--- src/rtl/freq_scan_pkg.sv ---
// Shared types and helpers for the frequency scan controller.
package freq_scan_pkg;

  typedef enum logic [2:0] {
    IDLE   = 3'd0,
    SETTLE = 3'd1,
    GATE   = 3'd2,
    LATCH  = 3'd3,
    NEXT   = 3'd4
  } scan_state_t;

  localparam int DEF_CNT_W = 24;

  // Width of the channel pointer / channel index; never narrower than one bit.
  function automatic int ptr_width(input int num_ch);
    return (num_ch > 1) ? $clog2(num_ch) : 1;
  endfunction

endpackage

--- src/rtl/freq_sync_edge.sv ---
// One-bit synchronizer followed by a rising-edge detector.
// rise is high for one clk when the synchronized input goes 0 -> 1.
module freq_sync_edge #(
  parameter int SYNC_STAGES = 2
) (
  input  logic clk,
  input  logic rst,
  input  logic sig,
  output logic rise
);

  logic [SYNC_STAGES-1:0] sync;
  logic                   prev;

  // Shift the asynchronous input through the sync chain and keep one cycle of history.
  always_ff @(posedge clk or posedge rst) begin
    if (rst) begin
      sync <= '0;
      prev <= 1'b0;
    end else begin
      sync <= {sync[SYNC_STAGES-2:0], sig};
      prev <= sync[SYNC_STAGES-1];
    end
  end

  assign rise = sync[SYNC_STAGES-1] & ~prev;

endmodule

--- src/rtl/freq_scan_ctrl.sv ---
// Round-robin gated edge counter shared across NUM_CH asynchronous inputs.
// Each channel gets a settle period, a GATE_CYCLES counting window, a latch
// cycle and a pointer-advance cycle. Results feed the frequency PIO port.
// Optional build macro FREQ_SCAN_BANK_EN adds a per-channel result bank with
// a registered read port (rd_ch / rd_data = {overflow, count}).
//
// state  | meaning
// IDLE   | scanner stopped, waiting for enable
// SETTLE | SYNC_STAGES+1 cycles after a channel change, edges ignored
// GATE   | GATE_CYCLES cycles counting edges of the selected channel
// LATCH  | copy count/sat/pointer into the output registers
// NEXT   | advance channel pointer, continue or stop
module freq_scan_ctrl
  import freq_scan_pkg::*;
#(
  parameter int NUM_CH      = 4,
  parameter int GATE_CYCLES = 50000000,
  parameter int CNT_W       = DEF_CNT_W,
  parameter int SYNC_STAGES = 2,
  localparam int PTR_W      = ptr_width(NUM_CH),
  localparam int TMR_W      = $clog2(GATE_CYCLES + 1)
) (
  input  logic              clk,
  input  logic              reset,
  input  logic              enable,
  input  logic [NUM_CH-1:0] sig_in,
  output logic [CNT_W-1:0]  freq_out,
  output logic [PTR_W-1:0]  ch_out,
  output logic              freq_valid,
  output logic              overflow,
  output logic              busy
`ifdef FREQ_SCAN_BANK_EN
  ,
  input  logic [PTR_W-1:0]  rd_ch,
  output logic [CNT_W:0]    rd_data
`endif
);

  if (GATE_CYCLES < 1 || NUM_CH < 2 || NUM_CH > 16 ||
      SYNC_STAGES < 2 || SYNC_STAGES > 3 || CNT_W < 1) begin : g_bad_cfg
    $error("freq_scan_ctrl: illegal parameter set");
  end

  localparam logic [1:0]       SETTLE_LAST = 2'(SYNC_STAGES);
  localparam logic [TMR_W-1:0] GATE_LAST   = TMR_W'(GATE_CYCLES - 1);
  localparam logic [CNT_W-1:0] CNT_MAX     = '1;
  localparam logic [PTR_W-1:0] PTR_LAST    = PTR_W'(NUM_CH - 1);

  scan_state_t       state, state_nxt;
  logic [NUM_CH-1:0] rise_vec;
  logic              sel_rise;
  logic [PTR_W-1:0]  ptr;
  logic [1:0]        settle_cnt;
  logic [TMR_W-1:0]  timer;
  logic [CNT_W-1:0]  count;
  logic              sat;
  logic              settle_done, gate_done;
  logic              in_settle, in_gate, in_latch, in_next;

  for (genvar g = 0; g < NUM_CH; g++) begin : g_sync
    freq_sync_edge #(.SYNC_STAGES(SYNC_STAGES)) u_sync (
      .clk  (clk),
      .rst  (reset),
      .sig  (sig_in[g]),
      .rise (rise_vec[g])
    );
  end

  assign sel_rise    = rise_vec[ptr];
  assign settle_done = (settle_cnt == SETTLE_LAST);
  assign gate_done   = (timer == GATE_LAST);

  // FSM state register.
  always_ff @(posedge clk or posedge reset) begin
    if (reset) state <= IDLE;
    else       state <= state_nxt;
  end

  // Next-state logic; dropping enable aborts a settle or gate, but a latch always completes.
  always_comb begin
    state_nxt = state;
    unique case (state)
      IDLE:    if (enable) state_nxt = SETTLE;
      SETTLE:  if (!enable) state_nxt = IDLE;
               else if (settle_done) state_nxt = GATE;
      GATE:    if (!enable) state_nxt = IDLE;
               else if (gate_done) state_nxt = LATCH;
      LATCH:   state_nxt = NEXT;
      NEXT:    state_nxt = enable ? SETTLE : IDLE;
      default: state_nxt = IDLE;
    endcase
  end

  // Per-state control decode.
  always_comb begin
    busy      = (state != IDLE);
    in_settle = (state == SETTLE);
    in_gate   = (state == GATE);
    in_latch  = (state == LATCH);
    in_next   = (state == NEXT);
  end

  // Settle counter, gate timer, saturating edge counter and channel pointer.
  // Clearing timer/count/sat during SETTLE means GATE always starts from zero,
  // including after an aborted window.
  always_ff @(posedge clk or posedge reset) begin
    if (reset) begin
      settle_cnt <= '0;
      timer      <= '0;
      count      <= '0;
      sat        <= 1'b0;
      ptr        <= '0;
    end else begin
      settle_cnt <= in_settle ? settle_cnt + 2'd1 : 2'd0;
      if (in_settle) begin
        timer <= '0;
        count <= '0;
        sat   <= 1'b0;
      end else if (in_gate) begin
        timer <= timer + TMR_W'(1);
        if (sel_rise) begin
          if (count == CNT_MAX) sat   <= 1'b1;
          else                  count <= count + CNT_W'(1);
        end
      end
      if (in_next) begin
        ptr <= (ptr == PTR_LAST) ? '0 : ptr + PTR_W'(1);
        sat <= 1'b0;
      end
    end
  end

  // Result registers; freq_valid pulses on the same edge that updates the result.
  always_ff @(posedge clk or posedge reset) begin
    if (reset) begin
      freq_out   <= '0;
      ch_out     <= '0;
      overflow   <= 1'b0;
      freq_valid <= 1'b0;
    end else begin
      freq_valid <= in_latch;
      if (in_latch) begin
        freq_out <= count;
        ch_out   <= ptr;
        overflow <= sat;
      end
    end
  end

`ifdef FREQ_SCAN_BANK_EN
  logic [CNT_W:0] bank [NUM_CH];

  // Per-channel result bank with a registered read port; a same-cycle write bypasses to the read.
  always_ff @(posedge clk or posedge reset) begin
    if (reset) begin
      for (int i = 0; i < NUM_CH; i++) bank[i] <= '0;
      rd_data <= '0;
    end else begin
      if (in_latch) bank[ptr] <= {sat, count};
      if (in_latch && rd_ch == ptr)   rd_data <= {sat, count};
      else if (int'(rd_ch) < NUM_CH)  rd_data <= bank[rd_ch];
      else                            rd_data <= '0;
    end
  end
`endif

endmodule

--- config.mk ---
export PLATFORM = sky130hd
export DESIGN_NAME = freq_scan_ctrl
export DESIGN_NICKNAME = d
export VERILOG_FILES = /design/src/rtl/freq_scan_pkg.sv /design/src/rtl/freq_sync_edge.sv /design/src/rtl/freq_scan_ctrl.sv
export SDC_FILE = /design/constraint.sdc
export NUM_CORES = 1
export LEC_CHECK = 0
export ABC_AREA = 1
export CORE_UTILIZATION = 50
export DETAILED_ROUTE_END_ITERATION = 10
export GPL_TIMING_DRIVEN = 0
export PLACE_DENSITY = 0.72
export SETUP_SLACK_MARGIN = 0.1
export SLEW_MARGIN = 30
export SYNTH_ARGS = -nofsm -noshare
export SYNTH_HDL_FRONTEND = slang
export SYNTH_SLANG_ARGS = --single-unit
--- constraint.sdc ---
create_clock -name clk -period 3 [get_ports clk]
set_input_delay 0.6 -clock clk [delete_from_list [all_inputs] [get_ports clk]]
set_output_delay 0.6 -clock clk [all_outputs]
set_load 0.02 [all_outputs]
; ---- Word-level counts from Yosys, hierarchy flattened
; Index checks and enable logic that the tools add are counted.
[classes]
n_addsub = 4
order_cmp = 1
n_eq_ne = 12
n_mux = 22
bitwise_logic = 8
n_reduce_logical = 10
[ops]
columns = operator, n
row1 = two-way mux 24 bit, 4
row2 = two-way mux 26 bit, 2
row3 = "adder 26 x 1 -> 26 bit, second input constant", 1
row4 = "== test 26 bit, second input constant", 1
row5 = "adder 24 x 1 -> 24 bit, second input constant", 1
row6 = "== test 24 bit, second input constant", 1
row7 = two-way mux 3 bit, 5
row8 = one-hot mux 3 bit (5 select lines), 1
row9 = nonzero test 3 bit, 4
row10 = AND reduction 3 bit, 3
row11 = two-way mux 1 bit, 7
row12 = "== test 3 x 2 -> 1 bit, second input constant", 2
row13 = "inequality test 3 bit, second input constant", 2
row14 = "adder 2 x 1 -> 2 bit, second input constant", 2
row15 = bitwise AND 1 bit, 4
row16 = "== test 2 bit, second input constant", 2
row17 = two-way mux 2 bit, 2
row18 = "inequality test 2 bit, second input constant", 2
row19 = inverter 1 bit, 4
row20 = nonzero test 2 bit, 2
row21 = "== test 3 x 1 -> 1 bit, second input constant", 1
row22 = "== test 3 bit, second input constant", 1
row23 = logical NOT 3 bit, 1
row24 = "less-than comparator 2 x 3 -> 1 bit, second input constant", 1
row25 = binary-select mux 1 bit (select 2 bit), 1
[totals]
register_bits = 98
input_bits = 7
out_inout_bits = 29
elab_cells = 75

; ---- Depth between registers and ports, before layout
; Gate-level depths: netlist (run 1).
[depth]
ltp_word = 8
ltp_mapped = 11
ltp_nobuf = 11

; ---- Modules after synthesis
; Synthesis (run 1) repeated with hierarchy kept, for this count alone.
[hier_totals]
hier_cells = 684
area_unflattened_um2 = 5086.1
[by_module_without_submodules]
columns = module, n_inst, cells_each, area_per_inst_um2, seq_area_each_um2
row1 = freq_scan_ctrl, 1, 660, 4730.8, 2152.1
row2 = freq_sync_edge, 4, 6, 88.8, 75.1

; ---- Worst setup path after synthesis (run 1)
; No wires, ideal clock.
[synth_path]
path_kind = reg-to-reg
start = register count[0]
end = register count[0]
setup_ps = 74
t_arrival_ps = 1622
t_required_ps = 2926
slack_ps = 1304
stages_incl_launch_ff = 12
n_path_buf = 2
period_less_slack_ps = 1696
cell_sequence = dfrtp_1 > ha_1 > nand2_2 > nor2_4 > nand2_4 > nor2_4 > nand3_2 > nand3_2 > buf_6 > buf_6 > nand2_1 > o21ai_2
[synth_via]
elab_chain_len = 5
word_cells_on_any_way = 8
cone_classes = add/sub (1) / eq/ne (2) / mux (4) / reduce/logical (1)
[synth_lines]
columns = item, line
row1 = from (decl), freq_scan_ctrl.sv:55  ; logic [CNT_W-1:0] count;
row2 = from (signal assigned), freq_scan_ctrl.sv:123  ; else count <= count + CNT_W'(1);
row3 = adder 24 x 1 -> 24 bit, freq_scan_ctrl.sv:123
row4 = two-way mux 24 bit, freq_scan_ctrl.sv:122  ; if (count == CNT_MAX) sat <= 1'b1;
row5 = two-way mux 24 bit, freq_scan_ctrl.sv:121  ; if (sel_rise) begin
row6 = two-way mux 24 bit, freq_scan_ctrl.sv:119  ; end else if (in_gate) begin
row7 = two-way mux 24 bit, freq_scan_ctrl.sv:115  ; if (in_settle) begin
; Several ways; a longest one is shown, not always the timed one. The select of a mux whose other input is x is not followed.
; A chain may end at the register's enable or synchronous reset.

; ---- Worst setup path after layout (run 1)
[layout_path]
start = register state[2]
end = output port busy
[layout_via]
elab_chain_len = 1
[layout_lines]
columns = item, line
row1 = from (decl), freq_scan_ctrl.sv:49  ; scan_state_t state, state_nxt;
row2 = from (signal assigned), freq_scan_ctrl.sv:76  ; else state <= state_nxt;
row3 = nonzero test 3 bit, freq_scan_ctrl.sv:96  ; busy = (state != IDLE);
row4 = to (decl), freq_scan_ctrl.sv:31  ; output logic busy
; No other way between the ends.

==> key figures, run 1 <==
Final layout
  – Layout Nets: 731
  – Layout cells sized above 1: 0.0800
  – Antenna fix cells: 0
  – Fillers: 920
  – Layout area overhead: 15.0%
  – Finished layout cell area: 5820 sq um

Synthesis
  – Asr flop ratio synth: 1.00
  – Synth Register Bits: 98
  – Primary FF master, synth: dfrtp_1
  – Ranking of synthesized cells by area: dfrtp_1 48%, nand2_1 15%, nand3_1 6.5%, o21ai_0 6.1%, nor2_1 5.6%
  – Distinct cells, synth: 32
  – Count leader, synth: nand2_1
  – EDFF count, synth: 0
  – Area leader, netlist: dfrtp_1
  – Synth cell count leaders: 207 x nand2_1, 98 x dfrtp_1, 76 x nor2_1
  – Cells after Synth: 671
  – Post-synthesis area per instance: 7.54 sq um
  – Syn Nets: 682
  – YS warnings: 0
  – Register area share after synthesis: 0.485
  – Share of the synthesized area in the top cell type: 0.485
  – Synthesized area: 5060 sq um

CTS
  – Clock sink count: 98
  – Clock Path Buffers: 2
  – CTS clk-pin slew, worst paths: 100 ps
  – Worst-skew pair later-pin latency: 370 ps
  – CTS buffer count: 9
  – CTS H-Tree Depth: 3
  – Setup Buffers After CTS: 0
  – Hold Buf Count CTS: 0
  – CTS root buf: clkbuf_8
  – Post-CTS sizing: 0
  – TritonCTS clock tree: yes

Setup path
  – Worst EP required: 2400 ps
  – Buf/Inv on CP: 2
  – CP max-delay cell: clkdlybuf4s50_1
  – Critical path cell sequence: inv_2 > nand2_1 > clkdlybuf4s50_1
  – R2r setup slk: 850 ps
  – Kind of critical path: register to output port
  – Critical path's top delay family: buffers and inverters
  – Largest stage delay, worst path: 600 ps
  – CP arrival: 1580 ps
  – CP max FO: 5
  – Startpoint types: register
  – Crit end category: output port

Routing
  – Antenna viol nets, final: 0
  – Drt drc: 0
  – Vias/cell: 5.29
  – Number of DRC markers in iteration 0: 245
  – Drt wl/cell: 14.4 microns
  – DR vias: 4,535
  – Final wirelength: 12.3 mm
  – Pre-Repair DR Iteration Count: 5

Global routing
  – First-pass GRT wire length: 20.3 mm
  – GRT overflow: 0
  – Number of global-route vias before repair: 4,321
  – Gr usage total: 0.255
  – Initial antenna violation count: 0
  – Largest net degree at the start of global routing: 30

Placement
  – GP Congestion: 0.914
  – DP Area: 5640 sq um
  – Port Buf Inserts: 35
  – Dpl hpwl: 9.22 mm
  – Dpl ws: 871 ps

Timing
  – Fin crit period: 2180 ps
  – Fin crit share: 0.727
  – Max Fclk: 0.458 GHz
  – Final Skew: 8.52 ps
  – Max-slew headroom: 0.569
  – Worst setup margin: 818 ps
  – Setup TNS: 0 ps
  – Final hold vios: 0
  – Fin. max-slew vios: 0
  – RSZ-0062 raised after global routing: false
  – # setup viols final: 0
  – Tightest Pin Transition: 646 ps
  – Final hold slack: 357 ps

Floorplan
  – Die Span Y: 103 microns
  – # IOs: 36
  – Chip width: 103 microns
  – Core Box Area: 9770 sq um
  – Die area: 10,500 sq um
  – Initial Util: 0.517
  – Row cnt: 36

Power
  – Leakage power total: 2.49 nW
  – Pwr/cell area: 575 nW/um^2
  – VDD IR max: 266 uV
  – Power, Total: 3.35 mW

Run status
  – Run status: finished clean

Flow run
  – Max-cap violation count: 0

Min path
  – Worst min path class: register to register
-- flip-flops by register name (all words and copies together), names as in the netlist, 2 cells and up --
signal	flops
ch_out	2
count	24
freq_out	24
g_sync.u_sync.prev	4
g_sync.u_sync.sync	8
ptr	2
settle_cnt	2
state	3
timer	26
-- metal layers --
| metal | wire, microns | vias to the layer above | GRT usage |
|---|---|---|---|
| met2 | 6050 | 152 | 0.431 |
| met4 | 311 | 0 | 0.123 |
| met1 | 5390 | 2103 | 0.323 |
| met3 | 561 | 25 | 0.0339 |
| li1 | - | 2255 | - |
| met5 | 0 | - | 0 |
-- per-stage QoR --
step,util,instances
finish,0.595,858
global route,0.595,858
CTS,0.595,858
detailed placement,0.577,842
global placement,0.571,839
floorplan,-,671
-- area by class of cell --
cell class | count | area [sq um] | area share
multi-input combinational | 480 | 2220 | 0.382
timing repair buffer | 38 | 410 | 0.0706
clock inverter | 6 | 50.0 | 0.00861
sequential | 98 | 2450 | 0.422
clock buffer | 10 | 128 | 0.0219
tap | 133 | 166 | 0.0286
inverter | 77 | 293 | 0.0503
buffer | 16 | 92.6 | 0.0159
-- cells by family (layout without fill, tap and decap cells) --
family,count (synthesis),count (layout),share of synthesized area
AO/OA/AOI/OAI,89,89,0.102
AND/OR/NAND/NOR,387,387,0.328
adder cells (fa/ha/maj),4,4,0.00990
flip-flops,98,98,0.485
buffers and inverters,93,147,0.0755
-- cell usage in the layout, fill, tap and decap left out, drive strengths merged --
| cell type | Yosys | final |
|---|---|---|
| o31ai | 3 | 3 |
| a22o | 1 | 1 |
| o21ai | 80 | 80 |
| ha | 4 | 4 |
| dfrtp | 98 | 98 |
| clkbuf | 7 | 17 |
| nor3b | 2 | 2 |
| or2 | 2 | 2 |
| o22ai | 1 | 1 |
| buf | 9 | 12 |
| a211oi | 1 | 1 |
| nand3 | 68 | 68 |
| nand2 | 209 | 209 |
| nand3b | 2 | 2 |
| o211ai | 1 | 1 |
| inv | 77 | 78 |
| nor2 | 80 | 80 |
| clkinv | 0 | 2 |
| clkinvlp | 0 | 3 |
| clkdlybuf4s50 | 0 | 35 |
| nand4 | 16 | 16 |
| a21oi | 2 | 2 |
| nor3 | 8 | 8 |
-- path summary, 6_finish.rpt --
kind,cells after the start,startpoint,to
max in group asynchronous,4,reset,count[1]
min,0,g_sync[0].u_sync.sync[0],g_sync[0].u_sync.sync[1]
min reg2reg,0,g_sync[0].u_sync.sync[0],g_sync[0].u_sync.sync[1]
max reg2reg,11,count[0],count[0]
min in group asynchronous,2,reset,g_sync[3].u_sync.prev
max,3,state[2],busy
-- where the power goes --
part / total [mW] / internal [mW] / switching (mW)
Combinational: 1.02 / 0.310 / 0.711
Sequential: 1.53 / 1.43 / 0.0999
Clock: 0.798 / 0.311 / 0.488
Note: power is estimated with default switching activity, not from simulation.
==> run 2, diff against run 1 <==
--- a/config.mk
+++ b/config.mk
@@ -9,7 +9,7 @@
 export CORE_UTILIZATION = 50
 export DETAILED_ROUTE_END_ITERATION = 10
 export GPL_TIMING_DRIVEN = 0
-export PLACE_DENSITY = 0.72
+export PLACE_DENSITY = 0.7
 export SETUP_SLACK_MARGIN = 0.1
 export SLEW_MARGIN = 30
 export SYNTH_ARGS = -nofsm -noshare
==> constraint.sdc (replaced) <==
create_clock -name clk -period 2.1 [get_ports clk]
set_input_delay 0.42 -clock clk [delete_from_list [all_inputs] [get_ports clk]]
set_output_delay 0.42 -clock clk [all_outputs]
set_load 0.02 [all_outputs]
==> run 2 against run 1 <==
Die area unchanged. Combinational power up 43%. Power up 52%. Clock-buffer cell count up 1. Critical endpoint is now count[1].
==> key figures, run 2 (synthesis gave the netlist of run 1 again) <==
CTS
  – CTS H-Tree Depth: 3 (unchanged)
  – Clock Path Buffers: 2 (unchanged)
  – Clock sink count: 98 (unchanged)
  – Worst-skew pair later-pin latency: 380 ps (was 370 ps)
  – TritonCTS clock tree: yes (unchanged)
  – CTS root buf: clkbuf_8 (unchanged)
  – CTS buffer count: 9 (unchanged)
  – CTS clk-pin slew, worst paths: 90 ps (was 100 ps)
  – Hold Buf Count CTS: 0 (unchanged)

Timing
  – Max Fclk: 0.546 GHz
  – Setup TNS: 0 ps (unchanged)
  – Fin crit share: 0.871
  – Fin. max-slew vios: 0 (unchanged)
  – Tightest Pin Transition: 630 ps (was 646 ps)
  – # setup viols final: 0 (unchanged)
  – Final hold vios: 0 (unchanged)
  – Max-slew headroom: 0.580 (was 0.569)
  – Fin crit period: 1830 ps
  – RSZ-0062 raised after global routing: false (unchanged)
  – Final Skew: 13.3 ps (was 8.52 ps)

Final layout
  – Layout Nets: 733 (was 731)
  – Most frequent cells in the layout: 207 x nand2_1, 97 x dfrtp_1, 74 x nor2_1, 72 x inv_1, 66 x nand3_1 (was 207 x nand2_1, 98 x dfrtp_1, 76 x nor2_1, 72 x inv_1, 66 x nand3_1)
  – Layout cells sized above 1: 0.0894 (was 0.0800)
  – Final cell count without fillers: 860 (was 858)
  – Layout area overhead: 17.3% (was 15.0%)
  – Fillers: 897 (was 920)
  – Post-layout util: 0.607 (was 0.595)
  – Max FFs per register: 26 (unchanged)
  – Antenna fix cells: 0 (unchanged)
  – Biggest regs: timer x26, count x24, freq_out x24 (unchanged)
  – Commonest non-fill, non-tap cell in the layout: nand2_1 (unchanged)
  – Biggest register: timer (unchanged)

Global routing
  – Largest net degree at the start of global routing: 31 (was 30)
  – Initial antenna violation count: 0 (unchanged)
  – Number of global-route vias before repair: 4,066 (was 4,321)
  – First-pass GRT wire length: 19.8 mm (was 20.3 mm)
  – GRT overflow: 0 (unchanged)
  – Gr usage total: 0.248 (was 0.255)

Setup path
  – CP max-delay cell: dfrtp_2 (was clkdlybuf4s50_1)
  – Critical path cell sequence: ha_4 > nand2_2 > nor2_4 > nand2_4 > nor2_4 > nand3_2 > nand3_2 > buf_6 > buf_6 > nand2_1 > o21ai_2 (was inv_2 > nand2_1 > clkdlybuf4s50_1)
  – Critical path's top delay family: simple AND/OR/NAND/NOR gates (was buffers and inverters)
  – Startpoint types: register (unchanged)
  – Setup crit start: count[0] (was state[2])
  – Worst EP required: 2400 ps (about the same)
  – Worst r2r src: count[0] (unchanged)
  – CP max FO: 10 (was 5)
  – Crit end category: register (was output port)
  – CP arrival: 2130 ps (was 1580 ps)
  – Buf/Inv on CP: 2 (unchanged)
  – Kind of critical path: register to register (was register to output port)
  – Largest stage delay, worst path: 460 ps (was 600 ps)

Floorplan
  – Row cnt: 36 (unchanged)
  – Core Box Area: 9770 sq um (unchanged)
  – Initial Util: 0.517 (unchanged)
  – # IOs: 36 (unchanged)
  – Die area: 10,500 sq um (unchanged)
  – Chip width: 103 microns (unchanged)
  – Die Span Y: 103 microns (unchanged)

Placement
  – Dpl hpwl: 9.21 mm (was 9.22 mm)
  – GP Congestion: 0.920 (was 0.914)
  – Port Buf Inserts: 35 (unchanged)
  – Inst Count DP: 843 (was 842)

Power
  – Power, Total: 5.07 mW (was 3.35 mW)
  – VDD IR max: 413 uV (was 266 uV)
  – Pwr/cell area: 854 nW/um^2 (was 575 nW/um^2)
  – Leakage power total: 2.54 nW (was 2.49 nW)

Run status
  – Run status: finished clean (unchanged)

Routing
  – DR vias: 4,533 (was 4,535)
  – Antenna viol nets, final: 0 (unchanged)
  – Number of DRC markers in iteration 0: 208 (was 245)
  – Final wirelength: 12.2 mm (was 12.3 mm)
  – Drt drc: 0 (unchanged)
  – Vias/cell: 5.27 (was 5.29)
  – Pre-Repair DR Iteration Count: 6 (was 5)
  – Drt wl/cell: 14.2 microns (was 14.4 microns)

Flow run
  – Max-cap violation count: 0 (unchanged)

Min path
  – Worst min path class: input port to asynchronous set/reset pin (was register to register)
==> run 2: cell types whose count changed in the layout (fill, tap and decap cells not counted), sizes merged <==
cell,before,now
clkinv,2,1
dlygate4sd2,0,1
clkdlybuf4s50,35,34
inv,78,77
clkinvlp,3,2
clkbuf,17,18
buf,12,14
bufinv,0,2
==> run 2: per-layer routing <==
metal,GRT usage,wire length [microns],up-vias
li1,-,-,2263
met5,0,0,-
met3,0.0292,530,21
met2,0.411,5930,119
met4,0.107,321,0
met1,0.330,5410,2130
==> run 2: per-stage QoR <==
stage | setup WS, ps | area (sq um) | hold WS, ps
after global routing | 127 | 5930 | 287
after CTS | 105 | 5910 | 278
after global placement | -491 | 5580 | 333
final | 270 | 5930 | 283
after floorplan | 404 | 5060 | 331
after detailed placement | 72.0 | 5670 | 335
==> run 2: layout make-up <==
cell class,count,area [sq um],area share
Inverter,77,293,0.0493
Clock buffer,11,151,0.0255
Timing Repair Buffer,40,452,0.0761
Sequential cell,98,2450,0.413
Clock inverter,5,85.1,0.0143
Tap cell,133,166,0.0280
Buffer,16,92.6,0.0156
Multi-Input combinational cell,480,2240,0.378
==> run 2: worst paths after layout <==
kind | to | slack (ps) | depth (start not counted)
worst max register to register | count[1] | 270 | 11
worst max-delay path | count[1] | 270 | 11
worst min-delay path | g_sync[3].u_sync.prev | 280 | 2
min in group clk | g_sync[0].u_sync.sync[1] | 360 | 0
max in group asynchronous | count[0] | 1070 | 5
worst min register to register | g_sync[0].u_sync.sync[1] | 360 | 0
==> run 2: report_power, final <==
| group | total [mW] | internal [mW] | switching, mW | leakage, nW |
|---|---|---|---|---|
| registers | 2.19 | 2.04 | 0.149 | 1.33 |
| logic | 1.46 | 0.447 | 1.01 | 1.10 |
| clock network | 1.42 | 0.742 | 0.679 | 0.116 |
==> run 2: repair_timing <==
action                                  4_1_cts  5_1_grt
setup buffers                                 0        1
endpoints found under the setup margin       18       26
resized for setup                             2        4
pin swaps                                     0        1
